`config.mk`:
```
export PLATFORM = sky130hd
export DESIGN_NAME = data_unpack_ctrl
export DESIGN_NICKNAME = d
export VERILOG_FILES = /design/src/rtl/data_unpack_pkg.sv /design/src/rtl/data_unpack_fifo.sv /design/src/rtl/data_unpack_ctrl.sv
export SDC_FILE = /design/constraint.sdc
export NUM_CORES = 1
export LEC_CHECK = 0
export ABC_CLOCK_PERIOD_IN_PS = 11440
export CAP_MARGIN = 20
export CORE_ASPECT_RATIO = 1.1
export CORE_MARGIN = 3
export CORE_UTILIZATION = 50
export CTS_CLUSTER_DIAMETER = 30
export DETAILED_ROUTE_END_ITERATION = 6
export PLACE_DENSITY_LB_ADDON = 0.12
export RECOVER_POWER = 25
export SLEW_MARGIN = 0
export SYNTH_ARGS = -nofsm -noshare
export SYNTH_HDL_FRONTEND = slang
export SYNTH_SLANG_ARGS = --single-unit
```
`constraint.sdc`:
```
create_clock -name clk -period 11.44 [get_ports clk]
set_input_delay 2.288 -clock clk [delete_from_list [all_inputs] [get_ports clk]]
set_output_delay 2.288 -clock clk [all_outputs]
set_load 0.02 [all_outputs]
```
`src/rtl/data_unpack_pkg.sv`:
```
// rtl/data_unpack_pkg.sv - shared widths, counts and state encoding for the word-to-packet unpacker
package data_unpack_pkg;

    localparam int WORD_W       = 32;
    localparam int PKT_W        = 7;
    localparam int CNT_W        = 5;
    localparam int FIFO_DEPTH   = 4;
    localparam int INIT_COUNT   = 6;
    localparam int REFILL_COUNT = 25;
    localparam int ENTRY_W      = WORD_W + 1;

    typedef enum logic {
        S_IDLE = 1'b0,
        S_RUN  = 1'b1
    } state_e;

endpackage

```
`src/rtl/data_unpack_fifo.sv`:
```
// rtl/data_unpack_fifo.sv - small word FIFO holding {last, word}; flush empties it in one cycle
module data_unpack_fifo
    import data_unpack_pkg::*;
(
    input  logic               clk,
    input  logic               rst_n,
    input  logic               flush_i,
    input  logic               push_i,
    input  logic [ENTRY_W-1:0] push_data_i,
    input  logic               pop_i,
    output logic [ENTRY_W-1:0] head_o,
    output logic               empty_o,
    output logic               full_o
);

    localparam int PTR_W = $clog2(FIFO_DEPTH);
    localparam int CNT_FW = $clog2(FIFO_DEPTH + 1);

    logic [ENTRY_W-1:0] mem_q [FIFO_DEPTH];
    logic [PTR_W-1:0]   wr_ptr_q, wr_ptr_d;
    logic [PTR_W-1:0]   rd_ptr_q, rd_ptr_d;
    logic [CNT_FW-1:0]  cnt_q, cnt_d;
    logic               do_push, do_pop;

    assign empty_o = (cnt_q == '0);
    assign full_o  = (cnt_q == CNT_FW'(FIFO_DEPTH));
    assign head_o  = mem_q[rd_ptr_q];

    always_comb begin
        do_push  = push_i && !full_o && !flush_i;
        do_pop   = pop_i && !empty_o && !flush_i;
        wr_ptr_d = wr_ptr_q + PTR_W'(do_push);
        rd_ptr_d = rd_ptr_q + PTR_W'(do_pop);
        cnt_d    = cnt_q + CNT_FW'(do_push) - CNT_FW'(do_pop);
        if (flush_i) begin
            wr_ptr_d = '0;
            rd_ptr_d = '0;
            cnt_d    = '0;
        end
    end

    always_ff @(posedge clk or negedge rst_n) begin
        if (!rst_n) begin
            wr_ptr_q <= '0;
            rd_ptr_q <= '0;
            cnt_q    <= '0;
        end else begin
            wr_ptr_q <= wr_ptr_d;
            rd_ptr_q <= rd_ptr_d;
            cnt_q    <= cnt_d;
        end
    end

    // Storage needs no reset: entries are only read while counted as valid.
    always_ff @(posedge clk) begin
        if (do_push) begin
            mem_q[wr_ptr_q] <= push_data_i;
        end
    end

endmodule

```
`src/rtl/data_unpack_ctrl.sv`:
```
// rtl/data_unpack_ctrl.sv - sequences an external free-running 7-bit unpack datapath from a word FIFO
module data_unpack_ctrl
    import data_unpack_pkg::*;
(
    input  logic              clk,
    input  logic              rst_n,
    input  logic              flush,
    input  logic [WORD_W-1:0] in_word,
    input  logic              in_valid,
    input  logic              in_last,
    output logic              in_ready,
    output logic [WORD_W-1:0] dp_data_in,
    output logic              dp_data_rst,
    output logic              dp_data_load,
    output logic              dp_overflow_load,
    output logic              dp_count_set,
    input  logic [CNT_W-1:0]  dp_count,
    output logic              pkt_valid,
    output logic              pkt_first,
    output logic              pkt_last,
    output logic              frame_done,
    output logic              underrun,
    output logic [2:0]        drop_bits
);

    state_e             state_q, state_d;
    logic               last_q, last_d;
    logic               first_q, first_d;
    logic               fifo_empty, fifo_full, fifo_pop, fifo_push;
    logic [ENTRY_W-1:0] fifo_head;
    logic               refill_pt;

    assign in_ready   = rst_n && !fifo_full && !flush;
    assign fifo_push  = in_valid && in_ready;
    assign dp_data_in = fifo_head[WORD_W-1:0];
    // At or past this count the current word has fewer than 7 unread bits left.
    assign refill_pt  = (dp_count >= CNT_W'(REFILL_COUNT));

    data_unpack_fifo u_fifo (
        .clk         (clk),
        .rst_n       (rst_n),
        .flush_i     (flush),
        .push_i      (fifo_push),
        .push_data_i ({in_last, in_word}),
        .pop_i       (fifo_pop),
        .head_o      (fifo_head),
        .empty_o     (fifo_empty),
        .full_o      (fifo_full)
    );

    always_ff @(posedge clk or negedge rst_n) begin
        if (!rst_n) begin
            state_q <= S_IDLE;
            last_q  <= 1'b0;
            first_q <= 1'b0;
        end else begin
            state_q <= state_d;
            last_q  <= last_d;
            first_q <= first_d;
        end
    end

    always_comb begin
        state_d = state_q;
        last_d  = last_q;
        first_d = 1'b0;
        if (flush) begin
            state_d = S_IDLE;
            last_d  = 1'b0;
        end else begin
            case (state_q)
                S_IDLE: begin
                    if (!fifo_empty) begin
                        state_d = S_RUN;
                        last_d  = fifo_head[WORD_W];
                        first_d = 1'b1;
                    end
                end
                S_RUN: begin
                    if (refill_pt) begin
                        if (!last_q && !fifo_empty) begin
                            last_d = fifo_head[WORD_W];
                        end else begin
                            state_d = S_IDLE;
                            last_d  = 1'b0;
                        end
                    end
                end
                default: state_d = S_IDLE;
            endcase
        end
    end

    always_comb begin
        fifo_pop         = 1'b0;
        dp_data_rst      = 1'b0;
        dp_data_load     = 1'b0;
        dp_overflow_load = 1'b0;
        dp_count_set     = 1'b0;
        pkt_valid        = 1'b0;
        pkt_first        = 1'b0;
        pkt_last         = 1'b0;
        frame_done       = 1'b0;
        underrun         = 1'b0;
        drop_bits        = 3'd0;
        if (flush) begin
            dp_data_rst  = 1'b1;
            dp_count_set = 1'b1;
        end else begin
            case (state_q)
                S_IDLE: begin
                    dp_count_set = 1'b1;
                    if (!fifo_empty) begin
                        fifo_pop     = 1'b1;
                        dp_data_load = 1'b1;
                    end
                end
                S_RUN: begin
                    pkt_valid = 1'b1;
                    pkt_first = first_q;
                    if (refill_pt) begin
                        if (last_q) begin
                            pkt_last     = 1'b1;
                            frame_done   = 1'b1;
                            drop_bits    = 3'(CNT_W'(WORD_W - 1) - dp_count);
                            dp_data_rst  = 1'b1;
                            dp_count_set = 1'b1;
                        end else if (!fifo_empty) begin
                            fifo_pop         = 1'b1;
                            dp_data_load     = 1'b1;
                            dp_overflow_load = 1'b1;
                        end else begin
                            underrun     = 1'b1;
                            dp_data_rst  = 1'b1;
                            dp_count_set = 1'b1;
                        end
                    end
                end
                default: dp_count_set = 1'b1;
            endcase
        end
    end

endmodule

```
## Word-level counts from Yosys, hierarchy flattened

Memories as Yosys holds them, arrays and structs flattened.
Cells that the tools add are included.

| cells by class | value |
|---|---|
| add/sub/neg operators | 5 |
| magnitude comparators | 1 |
| equality and inequality tests | 3 |
| muxes and demuxes | 46 |
| bitwise logic cells | 1 |
| reduce and logical (&&, ||, !) cells | 14 |

Operators with widths:

| cell | count |
|---|---|
| 1-bit two-way mux | 35 |
| 3-bit two-way mux | 5 |
| 1-bit logical AND | 8 |
| 1-bit case mux with 2 select lines | 4 |
| 5-bit >= comparator (second input constant) | 1 |
| 2-bit by 1-bit adder with 2-bit output | 2 |
| 1-bit zero test | 4 |
| 2-bit two-way mux | 2 |
| 3-bit by 1-bit adder with 3-bit output | 1 |
| 3-bit equality test (second input constant) | 1 |
| 3-bit zero test | 1 |
| 3-bit by 2-bit != test with 1-bit output (second input constant) | 1 |
| 3-bit != test (second input constant) | 1 |
| 3-bit by 1-bit subtractor with 3-bit output | 1 |
| 3-bit subtractor (first input constant) | 1 |
| 2-bit AND reduction | 1 |
| 1-bit NOT | 1 |

| storage, ports and cells | value |
|---|---|
| register bits after elaboration | 10 |
| bits in writable memories | 132 |
| word-level logic and storage cells | 77 |
| memories kept | 1 |

Memory list:

| memory | depth | bits a word | read ports | clocked after memory_dff | wr ports | RTL line | source |
|---|---|---|---|---|---|---|---|
| u_fifo.mem_q | 4 | 33 | 1 | 0 | 1 | data_unpack_fifo.sv:19 | `logic [ENTRY_W-1:0] mem_q [FIFO_DEPTH];` |

## Logic depth before layout (Yosys ltp)

Gate-level depths: netlist (run 1).

| depth | value |
|---|---|
| depth in word-level cells | 10 |
| mapped depth | 9 |

## Cells and area by module

From an unflattened synthesis (run 1), not the netlist that was laid out.

| second synthesis, totals | value |
|---|---|
| cell total of the unflattened synthesis | 246 |
| area, all modules | 5,499.0 sq um |

Modules (own cells, without submodules):

| module | times used | cells each | area an instance (sq um) | sequential area each (sq um) |
|---|---|---|---|---|
| data_unpack_fifo | 1 | 209 | 5,213.8 | 4,139.0 |
| data_unpack_ctrl | 1 | 37 | 285.3 | 75.1 |

## Least setup slack after synthesis (run 1)

No wires, ideal clock.

| timing | value |
|---|---|
| kind | in2reg |
| start point | input flush |
| end point | memory u_fifo.mem_q[0][0] in the netlist's numbering (enable) |
| library setup time | 0.471 ns |
| data arrival time | 5.267 ns |
| slack | 5.702 ns |
| stages | 3 |
| buffers on the path | 0 |
| cells stage by stage | nand2b_1 a211oi_2 nor3b_1 |

| between the ends | value |
|---|---|
| word-level cells in the longest chain between the ends | 7 |

RTL lines:

| what | RTL line | source |
|---|---|---|
| start: declaration | data_unpack_ctrl.sv:7 | `input logic flush,` |
| 1-bit zero test * | data_unpack_fifo.sv:30, data_unpack_ctrl.sv:33 |  |
| 1-bit logical AND | data_unpack_ctrl.sv:33 | `assign in_ready = rst_n && !fifo_full && !flush;` |
| 1-bit logical AND | data_unpack_ctrl.sv:34 | `assign fifo_push = in_valid && in_ready;` |
| 1-bit logical AND | data_unpack_fifo.sv:30 | `do_push = push_i && !full_o && !flush_i;` |
| 1-bit logical AND * | data_unpack_fifo.sv:30 |  |
| 1-bit two-way mux * | data_unpack_fifo.sv:56 | `if (do_push) begin` |
| 1-bit two-way mux (implied by the code) * | data_unpack_fifo.sv:57 | `mem_q[wr_ptr_q] <= push_data_i;` |
| end: declaration | data_unpack_fifo.sv:19 |  |

Every way passes the cells marked *; elsewhere a longest branch is shown, timed or not.

## Worst setup path in the final report (run 1)

| timing | value |
|---|---|
| start point | input flush |
| end point | output dp_data_load |

| between the ends | value |
|---|---|
| word-level cells in the longest chain between the ends | 1 |

RTL lines:

| what | RTL line | source |
|---|---|---|
| 1-bit two-way mux | data_unpack_ctrl.sv:106 | `if (flush) begin` |
| end: declaration | data_unpack_ctrl.sv:14 | `output logic dp_data_load,` |

No other way between the ends.

==> results of run 1 <==
final timing paths:
kind | end | depth (start not counted)
min in group asynchronous | u_fifo.cnt_q[0] | 1
worst min register to register | last_q | 2
worst max register to register | u_fifo.cnt_q[2] | 9
worst min-delay path | last_q | 2
worst max-delay path | dp_data_load | 5
max in group asynchronous | u_fifo.rd_ptr_q[1] | 1
routing by layer:
layer / share of wire [%] / up-vias
li1: - / 1194
met1: 42 / 1357
met2: 51 / 88
met3: 6.0 / 9
met4: 1.0 / 0
met5: 0 / -
placed cells by master, fill, tap and decap left out, types with 2 or more instances in the layout:
cell             count
edfxtp_1           132
clkdlybuf4s50_1     65
mux4_2              33
dlygate4sd3_1       21
clkbuf_16           17
nor2_1              12
dfrtp_1              8
clkinvlp_4           6
inv_1                4
nor2b_1              4
a21oi_1              3
xnor2_1              3
clkinv_4             3
clkinv_1             3
nor3_2               2
nor3_1               2
nand2b_1             2
o21ai_0              2
nand2_1              2
ha_1                 2
buf_4                2
dfrtp_2              2
logic make-up (layout without fill, tap and decap cells):
family	Yosys count	count (layout)
AOI/OAI and AO/OA	9	9
muxes	35	35
buffers and inverters	14	125
and+or+nand+nor	34	34
DFF	142	142
xor gates and xnor gates	4	4
adders and majority gates	3	3
state kept, by name (all words and copies together) (netlist names):
| register | cells |
|---|---|
| u_fifo.cnt_q | 3 |
| u_fifo.rd_ptr_q | 2 |
| first_q | 1 |
| state_q | 1 |
| u_fifo.wr_ptr_q | 2 |
| last_q | 1 |
| u_fifo.mem_q | 132 |
critical path, delay by kind of cell:
family                 cells  cell delay (ps)
AND/OR/NAND/NOR            1              420
AO/OA/AOI/OAI              1              130
buffers and inverters      3             1350
area by class of cell:
cell class	count	area (sq um)	share of cell area, %
clock buffers	18	429	6.13
clock inverters	14	121	1.73
inverters	4	15.0	0.215
multi-input cells	85	1140	16.3
flip-flops and latches	142	4220	60.2
well taps	143	179	2.56
repair buffers	89	896	12.8
power breakdown:
group / internal (mW) / leakage (nW) / switching [mW] / total (mW)
Combinational: 0.173 / 0.714 / 0.139 / 0.312
Clock: 0.297 / 0.247 / 0.203 / 0.501
Sequential: 0.588 / 1.32 / 0.0379 / 0.625
==> qor.txt, run 1 <==
Mean post-synth cell area - 22.4 sq um
Layout Skew - 5.57 ps
CTS H-Tree Depth - 4
Worst setup startpoint - flush
Flops & latches, synth - 142
Final #Nets - 384
Routability cong. - 0.682
Clk slew on worst S/H paths - 60 ps
Antenna Nets Post-Route - 0
Synth top area share - 73.3%
Register area share after synthesis - 77.9%
Clock Tree Root - clkbuf_16
Fillers - 712
Synthesized Nets - 286
# IOs - 87
WHS - 607 ps
Die X - 105 um
DRT iter0 DRCs - 171
Hold Path Origin - last_q
Startpoint Class - input port
Crit end category - primary output
Area of the mapped netlist - 5410 sq um
CTS tree - built
Num CTS Buffers - 17
Max frequency - 154 MHz
Non-filler cells, final - 495
Mux share of post-synthesis cell area - 14.2%
Ys flop type - edfxtp_1
Worst R2R Setup Slack - 9140 ps
Share of cells above drive strength 1 - 22.2%
Main combinational cell family by area after synthesis - multiplexers
N_diodes - 0
Crit share post-route - 56.6%
Final setup viols - 0
TritonRoute pass-1 iters - 4
Power Dens Cells - 205 nW/um^2
Max Slew Vio Count - 0
Cells after synthesis - 241
Drt via density - 5.35
DRC viols - 0
Leak pwr - 2.28 nW
Row count - 39
Fin crit period - 6470 ps
Final Cell Area - 7000 sq um
Met3 Resource Use GR - 6.40%
Crit path max fanout - 14
Number of max-cap violations - 0
Post-synth EDFFs - 132
CP arrival - 4190 ps
Required @ worst endpoint - 9150 ps
Post-synthesis adder-cell area fraction - 0.833%
Max clock buf depth - 2
Dpl hpwl - 5530 um
Worst slack, placed - 4940 ps
Crit path cell chain - clkdlybuf4s50_1 > nor3_2 > a21oi_1 > inv_1 > clkdlybuf4s50_1
Die area - 12100 sq um
Critical path's most frequent cell - clkdlybuf4s50_1
Grt ovf - 0
Slew @ Worst Pin - 926 ps
Slowest CP cell - clkdlybuf4s50_1
Worst reg2reg startpoint - u_fifo.cnt_q[2]
First-pass GRT wire length - 14700 um
Worst-Skew Late Latency - 400 ps
M2 GR Usage - 27.0%
VDD IR-drop max - 0.000120 V
Area Growth Syn to Fin - 29.4%
Vias post-DR - 2648
Final WL - 9290 um
Antenna violations before repair - 0
Largest net degree at the start of global routing - 36
Input/output buffers - 86
Resized cells post-CTS - 0
Critical path class - input port to primary output
RSZ-0062 raised after global routing - no
Count leader, synth - edfxtp_1
Synth unique cells - 35
Hold Crit Class - flip-flop to flip-flop
Die span in y - 115 um
Final core occ - 66.7%
Critical path's largest stage delay - 680 ps
Compound-gate portion of the synthesized area - 1.46%
XOR/XNOR share of the synthesized area - 0.648%
DP Area - 6430 sq um
Core area - 10500 sq um
Worst Setup Slack, final - 4970 ps
Synth cell count leaders - edfxtp_1 (132), mux4_2 (33), nor2_1 (13)
Vias in the first global route - 2772
Clock Sinks - 142
Status - complete, no violations
CTS Hold Bufs - 0
Top post-synthesis cells by area - edfxtp_1 (73%), mux4_2 (14%), dfrtp_1 (4.6%), nor2_1 (0.90%), o311ai_4 (0.49%)
Tot GR Track Use - 16.7%
Simple-gate portion of the synthesized area - 3.68%
Post-Place Cells - 462
Top Usage Layer GRT - met2
Initial core utilization - 51.6%
Pwr Total - 1.44 mW
Rel. slew slack - 38.3%
Final Hold Fails - 0
Synth warnings - 0
WL per Instance - 18.8 um
Met1 GRT Util - 21.0%
Setup bufs post-CTS - 0
Dominant cell type by area after synthesis - edfxtp_1
Setup TNS - 0 ps
Async set or reset register ratio after synthesis - 7.04%
Note: power is estimated with default switching activity, not from simulation.
==> run 2, diff against run 1 <==
- ABC_CLOCK_PERIOD_IN_PS: 11440 -> 6100
- clock period: 11.44 -> 6.1 ns (I/O delays scaled with it)
==> run 2 against run 1 <==
Against the previous run:
- clock power up 110%
- first-iteration DRC count down 39%
- routed wire length up 0.43%
- cell area rose by 0.72%
- via count grew 0.23%
==> qor.txt, run 2 (synthesis results as in run 1) <==
Status - complete, no violations (unchanged)
Clk slew on worst S/H paths - 50 ps (was 60 ps)
Tot GR Track Use - 16.7% (about the same)
Clock Tree Root - clkbuf_16 (unchanged)
Top Registers - u_fifo.mem_q (132), u_fifo.cnt_q (3) (unchanged)
CTS tree - built (unchanged)
Initial core utilization - 51.6% (unchanged)
Die area - 12100 sq um (unchanged)
First-pass GRT wire length - 14800 um (was 14700 um)
Crit path cell chain - clkdlybuf4s50_1 > o311ai_4 > nor2_1 > a21oi_1 > inv_1 > clkdlybuf4s50_1 (was clkdlybuf4s50_1 > nor3_2 > a21oi_1 > inv_1 > clkdlybuf4s50_1)
CP delay by family, top - buffers and inverters (unchanged)
Required @ worst endpoint - 4880 ps (was 9150 ps)
Seq. cell area - 4220 sq um (unchanged)
Setup bufs post-CTS - 0 (unchanged)
CTS Hold Bufs - 0 (unchanged)
Crit end category - primary output (unchanged)
Vias in the first global route - 2775 (was 2772)
Multi-input gate area - 1140 sq um (unchanged)
Fillers - 700 (was 712)
Resized cells post-CTS - 0 (unchanged)
Num CTS Buffers - 17 (unchanged)
Rel. slew slack - 39.5% (was 38.3%)
# IOs - 87 (unchanged)
DRT iter0 DRCs - 105 (was 171)
Routability cong. - 0.697 (was 0.682)
Worst slack, placed - 1760 ps (was 4940 ps)
Crit share post-route - 71.2%
Worst path depth - 6 (was 5)
Slowest CP cell - clkdlybuf4s50_1 (unchanged)
Fin crit period - 4340 ps
Pwr Total - 2.79 mW (was 1.44 mW)
Critical path class - input port to primary output (unchanged)
R2R cell count - 9 (unchanged)
VDD IR-drop max - 0.000236 V (was 0.000120 V)
Slew @ Worst Pin - 907 ps (was 926 ps)
Critical path's largest stage delay - 540 ps (was 680 ps)
Setup TNS - 0 ps (unchanged)
Antenna violations before repair - 0 (unchanged)
Post-Place Cells - 462 (unchanged)
Area Growth Syn to Fin - 30.3% (was 29.4%)
Max clock buf depth - 2 (unchanged)
Worst Setup Slack, final - 1760 ps (was 4970 ps)
Non-filler cells, final - 495 (unchanged)
Antenna Nets Post-Route - 0 (unchanged)
Final WL - 9330 um (was 9290 um)
Final Hold Fails - 0 (unchanged)
TritonRoute pass-1 iters - 4 (unchanged)
Power Dens Cells - 395 nW/um^2 (was 205 nW/um^2)
Hold Crit Class - flip-flop to flip-flop (unchanged)
Crit path max fanout - 6 (was 14)
Dpl hpwl - 5460 um (was 5530 um)
Worst-Skew Late Latency - 410 ps (was 400 ps)
Layout Skew - 8.80 ps (was 5.57 ps)
Core area - 10500 sq um (unchanged)
Number of max-cap violations - 0 (unchanged)
Most common cell after layout, fill and taps aside - edfxtp_1 (unchanged)
RSZ-0062 raised after global routing - no (unchanged)
Critical path's most frequent cell - clkdlybuf4s50_1 (unchanged)
Commonest non-fill, non-tap cells in the layout - edfxtp_1 (132), clkdlybuf4s50_1 (65), mux4_2 (33) (unchanged)
Drt via density - 5.36 (was 5.35)
Input/output buffers - 86 (unchanged)
Biggest register - u_fifo.mem_q (unchanged)
Clock Sinks - 142 (unchanged)
Die span in y - 115 um (unchanged)
Max reg flops - 132 (unchanged)
CP bufs+invs - 3 (unchanged)
Final setup viols - 0 (unchanged)
DRC viols - 0 (unchanged)
Largest net degree at the start of global routing - 36 (unchanged)
CP arrival - 3120 ps (was 4190 ps)
Row count - 39 (unchanged)
Final #Nets - 384 (unchanged)
Hold path depth - 1 (was 2)
Max Slew Vio Count - 0 (unchanged)
Die X - 105 um (unchanged)
CTS H-Tree Depth - 4 (unchanged)
Grt ovf - 0 (unchanged)
WL per Instance - 18.9 um (was 18.8 um)
Leak pwr - 2.33 nW (was 2.28 nW)
Startpoint Class - input port (unchanged)
Share of cells above drive strength 1 - 23.3% (was 22.2%)
N_diodes - 0 (unchanged)
Vias post-DR - 2654 (was 2648)
Max frequency - 230 MHz
==> run 2: cell count changes in the layout (fill, tap and decap cells not counted) <==
cell        change
clkinv_4        +1
clkbuf_1        -1
inv_8           +1
clkinvlp_4      -5
clkinv_1        -3
bufinv_16       +1
inv_6           +6
==> run 2: cell type report <==
cell class                      instances  share of cell area [%]
Timing Repair Buffer                   89                    12.7
Tap cell                              143                    2.54
Clock inverter                         15                    2.48
Inverter                                4                   0.213
Multi-Input combinational cell         85                    16.2
Clock buffer                           17                    6.03
Sequential cell                       142                    59.8
==> run 2: where the power goes <==
| part | leakage (nW) | switching (mW) | internal (mW) |
|---|---|---|---|
| logic | 0.714 | 0.260 | 0.326 |
| registers | 1.32 | 0.0707 | 1.10 |
| clock network | 0.292 | 0.414 | 0.616 |
| total | 2.33 | 0.744 | 2.04 |
==> run 2: layer usage <==
| metal | share of wire, % | track usage (%) | routed length (um) | vias up |
|---|---|---|---|---|
| met4 | 1.9 | 8.14 | 176 | 0 |
| li1 | - | - | - | 1194 |
| met5 | 0 | 0 | 0 | - |
| met3 | 4.4 | 5.00 | 411 | 14 |
| met1 | 44 | 21.4 | 4060 | 1371 |
| met2 | 50 | 26.5 | 4680 | 75 |
==> run 2: worst paths after layout <==
kind / startpoint / endpoint / slack (ps)
worst min-delay path: state_q / first_q / 600
worst min register to register: state_q / first_q / 600
worst max register to register: u_fifo.cnt_q[2] / u_fifo.cnt_q[2] / 3800
max in group asynchronous: rst_n / u_fifo.rd_ptr_q[0] / 4580
worst max-delay path: dp_count[1] / dp_data_load / 1760
min in group asynchronous: rst_n / u_fifo.cnt_q[1] / 1140
==> run 2: through the flow <==
stage	util, %	hold WS, ps	area, sq um
2_1_floorplan	-	532	5410
3_5_place_dp	61.3	601	6430
6_report	67.2	605	7050
4_1_cts	67.0	610	7030
5_1_grt	67.2	646	7050
3_3_place_gp	61.3	597	6430
==> run 3, diff against run 2 <==
- ABC_CLOCK_PERIOD_IN_PS: 6100 -> 4250
- clock period: 6.1 -> 4.25 ns (I/O delays scaled with it)
==> run 3 against run 2 <==
Against the previous run:
- clock skew rose by 0.78 ps
- cell count up 0.81%
- via count shrank 0.75%
- global-route usage about the same
- register-to-register slack worse by 1800 ps
- clock power rose by 33%
- first-iteration DRC count fell by 3.8%
- sequential power is 41% higher
- cell area shrank 0.11%
- clock-buffer cell count rose by 1
- critical endpoint is now in_ready
==> qor.txt, run 3 (synthesis results as in run 1) <==
Die area - 12100 sq um (unchanged)
Commonest non-fill, non-tap cells in the layout - edfxtp_1 (132), clkdlybuf4s50_1 (65), mux4_2 (33) (unchanged)
Startpoint Class - input port (unchanged)
Leak pwr - 2.32 nW (was 2.33 nW)
Crit path max fanout - 11 (was 6)
TritonRoute pass-1 iters - 4 (unchanged)
Met3 Resource Use GR - 5.84% (was 5.00%)
Max frequency - 276 MHz
Tot GR Track Use - 16.7% (about the same)
Seq. cell area - 4220 sq um (unchanged)
Clock Sinks - 142 (unchanged)
M2 GR Usage - 26.8% (was 26.5%)
Critical path class - input port to primary output (unchanged)
CTS H-Tree Depth - 4 (unchanged)
N_diodes - 0 (unchanged)
Core area - 10500 sq um (unchanged)
Crit end category - primary output (unchanged)
Clk slew on worst S/H paths - 60 ps (was 50 ps)
CTS tree - built (unchanged)
Multi-input gate area - 1150 sq um (was 1140 sq um)
Rel. slew slack - 42.3% (was 39.5%)
Max Slew Vio Count - 0 (unchanged)
Share of cells above drive strength 1 - 22.2% (was 23.3%)
Hold Crit Class - flip-flop to flip-flop (unchanged)
Max reg flops - 132 (unchanged)
Final Hold Fails - 0 (unchanged)
Crit share post-route - 85.4%
Drt via density - 5.28 (was 5.36)
Initial core utilization - 51.6% (unchanged)
Max clock buf depth - 2 (unchanged)
Largest net degree at the start of global routing - 36 (unchanged)
Die X - 105 um (unchanged)
Num CTS Buffers - 17 (unchanged)
Most common cell after layout, fill and taps aside - edfxtp_1 (unchanged)
Die span in y - 115 um (unchanged)
Dpl hpwl - 5630 um (was 5460 um)
Setup bufs post-CTS - 0 (unchanged)
Clock Tree Root - clkbuf_16 (unchanged)
Routability cong. - 0.798 (was 0.697)
VDD IR-drop max - 0.000464 V (was 0.000236 V)
Resized cells post-CTS - 0 (unchanged)
Top Usage Layer GRT - met2 (unchanged)
Grt ovf - 0 (unchanged)
WHS - 603 ps (was 605 ps)
Final setup viols - 0 (unchanged)
# IOs - 87 (unchanged)
Setup TNS - 0 ps (unchanged)
Fillers - 698 (was 700)
Number of max-cap violations - 0 (unchanged)
Fin crit period - 3630 ps
Required @ worst endpoint - 3400 ps (was 4880 ps)
Input/output buffers - 86 (unchanged)
Power Dens Cells - 554 nW/um^2 (was 395 nW/um^2)
CTS Hold Bufs - 0 (unchanged)
Area Growth Syn to Fin - 30.2% (was 30.3%)
DRC viols - 0 (unchanged)
Antenna violations before repair - 0 (unchanged)
Final #Nets - 389 (was 384)
WL per Instance - 18.4 um (was 18.9 um)
CP arrival - 2780 ps (was 3120 ps)
Met1 GRT Util - 21.2% (was 21.4%)
DRT iter0 DRCs - 101 (was 105)
Vias post-DR - 2634 (was 2654)
Vias in the first global route - 2842 (was 2775)
RSZ-0062 raised after global routing - no (unchanged)
First-pass GRT wire length - 15100 um (was 14800 um)
Biggest register - u_fifo.mem_q (unchanged)
Worst-Skew Late Latency - 410 ps (about the same)
Row count - 39 (unchanged)
Slew @ Worst Pin - 865 ps (was 907 ps)
Status - complete, no violations (unchanged)
Antenna Nets Post-Route - 0 (unchanged)
Final WL - 9170 um (was 9330 um)
Layout Skew - 9.58 ps (was 8.80 ps)
Top Registers - u_fifo.mem_q (132), u_fifo.cnt_q (3) (unchanged)
-- run 3: worst paths after layout --
| check | to | slack (ps) | cells past startpoint | start |
|---|---|---|---|---|
| max | in_ready | 620 | 5 | rst_n |
| min | first_q | 600 | 1 | state_q |
| max reg2reg | u_fifo.cnt_q[2] | 1970 | 9 | u_fifo.cnt_q[2] |
| min reg2reg | first_q | 600 | 1 | state_q |
| max in group asynchronous | u_fifo.rd_ptr_q[0] | 2850 | 2 | rst_n |
| min in group asynchronous | u_fifo.cnt_q[1] | 960 | 2 | rst_n |
-- run 3: area by class of cell --
type	instances	share of cell area [%]
Multi-Input combinational cell	85	16.3
Tap cell	143	2.54
Sequential cell	142	59.9
Inverter	4	0.213
Timing Repair Buffer	94	13.2
Clock inverter	13	1.76
Clock buffer	18	6.09
-- run 3: routing by layer --
layer  part of all wire, %  wire length (um)
met4                   1.6               147
met2                    50              4580
met3                   6.0               553
met5                     0                 0
met1                    42              3880
-- run 3: through the flow --
step / instance area [sq um] / cells / worst slack (ps) / util (%) / power, mW
2_1_floorplan: 5420 / 241 / 1030 / - / 2.23
3_3_place_gp: 6490 / 468 / 667 / 61.9 / 2.58
3_5_place_dp: 6490 / 468 / 655 / 61.9 / 2.58
4_1_cts: 7050 / 499 / 649 / 67.2 / 3.96
5_1_grt: 7040 / 499 / 475 / 67.1 / 4.08
6_report: 7040 / 499 / 621 / 67.1 / 3.90
-- run 3: where the power goes --
group	internal [mW]	switching, mW
Sequential	1.58	0.0668
Clock	0.850	0.520
Combinational	0.474	0.412
-- run 3: critical path, stage by stage --
cell and delay, ps:
dlygate4sd3_1 520, clkbuf_1 470, nand2b_1 170, a21oi_1 150, clkdlybuf4s50_1 620
==> edit (config.mk and constraints of run 2) <==
Put a register stage on the output `underrun`, cleared by the reset. The value now appears one clock later. The other outputs are not delayed to match.
--- a/src/rtl/data_unpack_ctrl.sv
+++ b/src/rtl/data_unpack_ctrl.sv
@@ -22,6 +22,8 @@
     output logic              underrun,
     output logic [2:0]        drop_bits
 );
+
+    logic underrun_d;
 
     state_e             state_q, state_d;
     logic               last_q, last_d;
@@ -101,7 +103,7 @@
         pkt_first        = 1'b0;
         pkt_last         = 1'b0;
         frame_done       = 1'b0;
-        underrun         = 1'b0;
+        underrun_d       = 1'b0;
         drop_bits        = 3'd0;
         if (flush) begin
             dp_data_rst  = 1'b1;
@@ -130,7 +132,7 @@
                             dp_data_load     = 1'b1;
                             dp_overflow_load = 1'b1;
                         end else begin
-                            underrun     = 1'b1;
+                            underrun_d   = 1'b1;
                             dp_data_rst  = 1'b1;
                             dp_count_set = 1'b1;
                         end
@@ -141,5 +143,13 @@
         end
     end
 
+    always_ff @(posedge clk or negedge rst_n) begin
+        if (!rst_n) begin
+            underrun <= '0;
+        end else begin
+            underrun <= underrun_d;
+        end
+    end
+
 endmodule
 
Formal check against the unedited RTL: not equivalent (a bounded check fails within 4 cycles, from zero or initial values and one cycle with rst_n low).
==> edit against run 2 <==
Synthesized area grew 0.46%. Synthesized cell count grew 0.41%. Cell area is 0.28% lower. Total power decreased by 2.1%. Wire length is 1.4% higher. Setup slack worse by 0.0036 ns. Clock skew down 0.0031 ns. Sequential cell count rose by 1. Die area rose by 0.44%. Clock power shrank 7%. Register-to-register slack hardly changed. Largest cell class unchanged. Largest power group unchanged.
==> edit: results (changes against run 2) <==
status=finished clean; Synth Area in Adders=0.829% (-0.0038 points); pre-CTS setup slack=1.76 ns (-0.00219 ns); share of flip-flops with an asynchronous set or reset=7.69% (+0.65 points); met3 Use GR=5.73% (+0.73 points); sequential share of the synthesized area=78.0% (+0.10 points); nets=385 (+0.26%); multiplexer share of the synthesized area=14.2% (-0.065 points); clk sinks=143 (+0.70%); DP Area=0.00645 mm^2 (+0.39%); LEAKAGE=2.32 nW (-0.49%); met3 WL=424 um (+3.2%); met2 WL=4820 um (+2.9%); vias in the first global route=2774 (-0.036%); ranking of synthesized cells by area=edfxtp_1 73%, mux4_2 14%, dfrtp_1 5.1%, nor2_1 0.90%, o311ai_4 0.48%; met1 GRT Util=22.1% (+0.64 points); Cells after Synth=242 (+0.41%); GPL Wtd Cong=0.789 (+13%); share of layout cells above drive strength 1=21.5% (-1.8 points); Hold Crit Depth=2 (+1); register area=0.00424 mm^2 (+0.59%); Max Clock Skew=0.00575 ns (-0.00305 ns); Clk pin slew, worst setup/hold paths=0.06 ns; detailed-placement wirelength estimate=5510 um (+1.0%); Post-synth EDFFs=132 (unchanged); fraction of area in multi-input gates=16.3% (+0.046 points); Routed met1 length=4120 um (+1.5%); post-layout util=67.0% (-0.19 points); placed cells=463 (+0.22%); # fillers=679 (-3.0%); routed vias/inst=5.32 (-0.77%); Iter 0 DRT Violations=109 (+3.8%); drt pass-1 iters=4 (unchanged); top cells by instance count after synthesis=132 x edfxtp_1, 33 x mux4_2, 13 x nor2_1, 11 x dfrtp_1; initial antenna violation count=1 (+1); first-pass GRT wire length=15200 um (+2.8%); CLK BUF=19 (+2); Worst-Margin Slew=0.908 ns (+0.00118 ns); Global Route Usage Sum=17.2% (+0.47 points); syn nets=287 (+0.35%); M2 GR Usage=27.6% (+1.1 points); wirelength, routed=9460 um (+1.4%); Synth Area in XOR/XNOR=0.645% (-0.0030 points); top cell type's share of synthesized area=72.9% (-0.34 points); Synth Area in Compound Gates=1.45% (-0.0067 points); clk tree area frac=7.90% (-0.62 points)
edit: critical path, cell delays in order:
cell and delay, ns:
clkdlybuf4s50_1 0.46, o311ai_4 0.40, nor2_1 0.12, a21oi_1 0.30, inv_1 0.07, clkdlybuf4s50_1 0.55
edit: worst paths after layout:
kind                                                start                            to  slack [ns]
worst max-delay path                          dp_count[1]                  dp_data_load        1.76
worst min-delay path                   last_q$_DFFE_PN0P_            last_q$_DFFE_PN0P_        0.62
worst max register to register  u_fifo.cnt_q[2]$_DFF_PN0_     u_fifo.cnt_q[2]$_DFF_PN0_        3.81
worst min register to register         last_q$_DFFE_PN0P_            last_q$_DFFE_PN0P_        0.62
max in group asynchronous                           rst_n  u_fifo.rd_ptr_q[1]$_DFF_PN0_        4.56
min in group asynchronous                           rst_n  u_fifo.wr_ptr_q[1]$_DFF_PN0_        1.17
edit: power breakdown:
group	leakage [nW]	switching, mW	internal [mW]
sequential	1.34	0.0796	1.11
clock	0.267	0.362	0.594
combinational	0.714	0.257	0.326
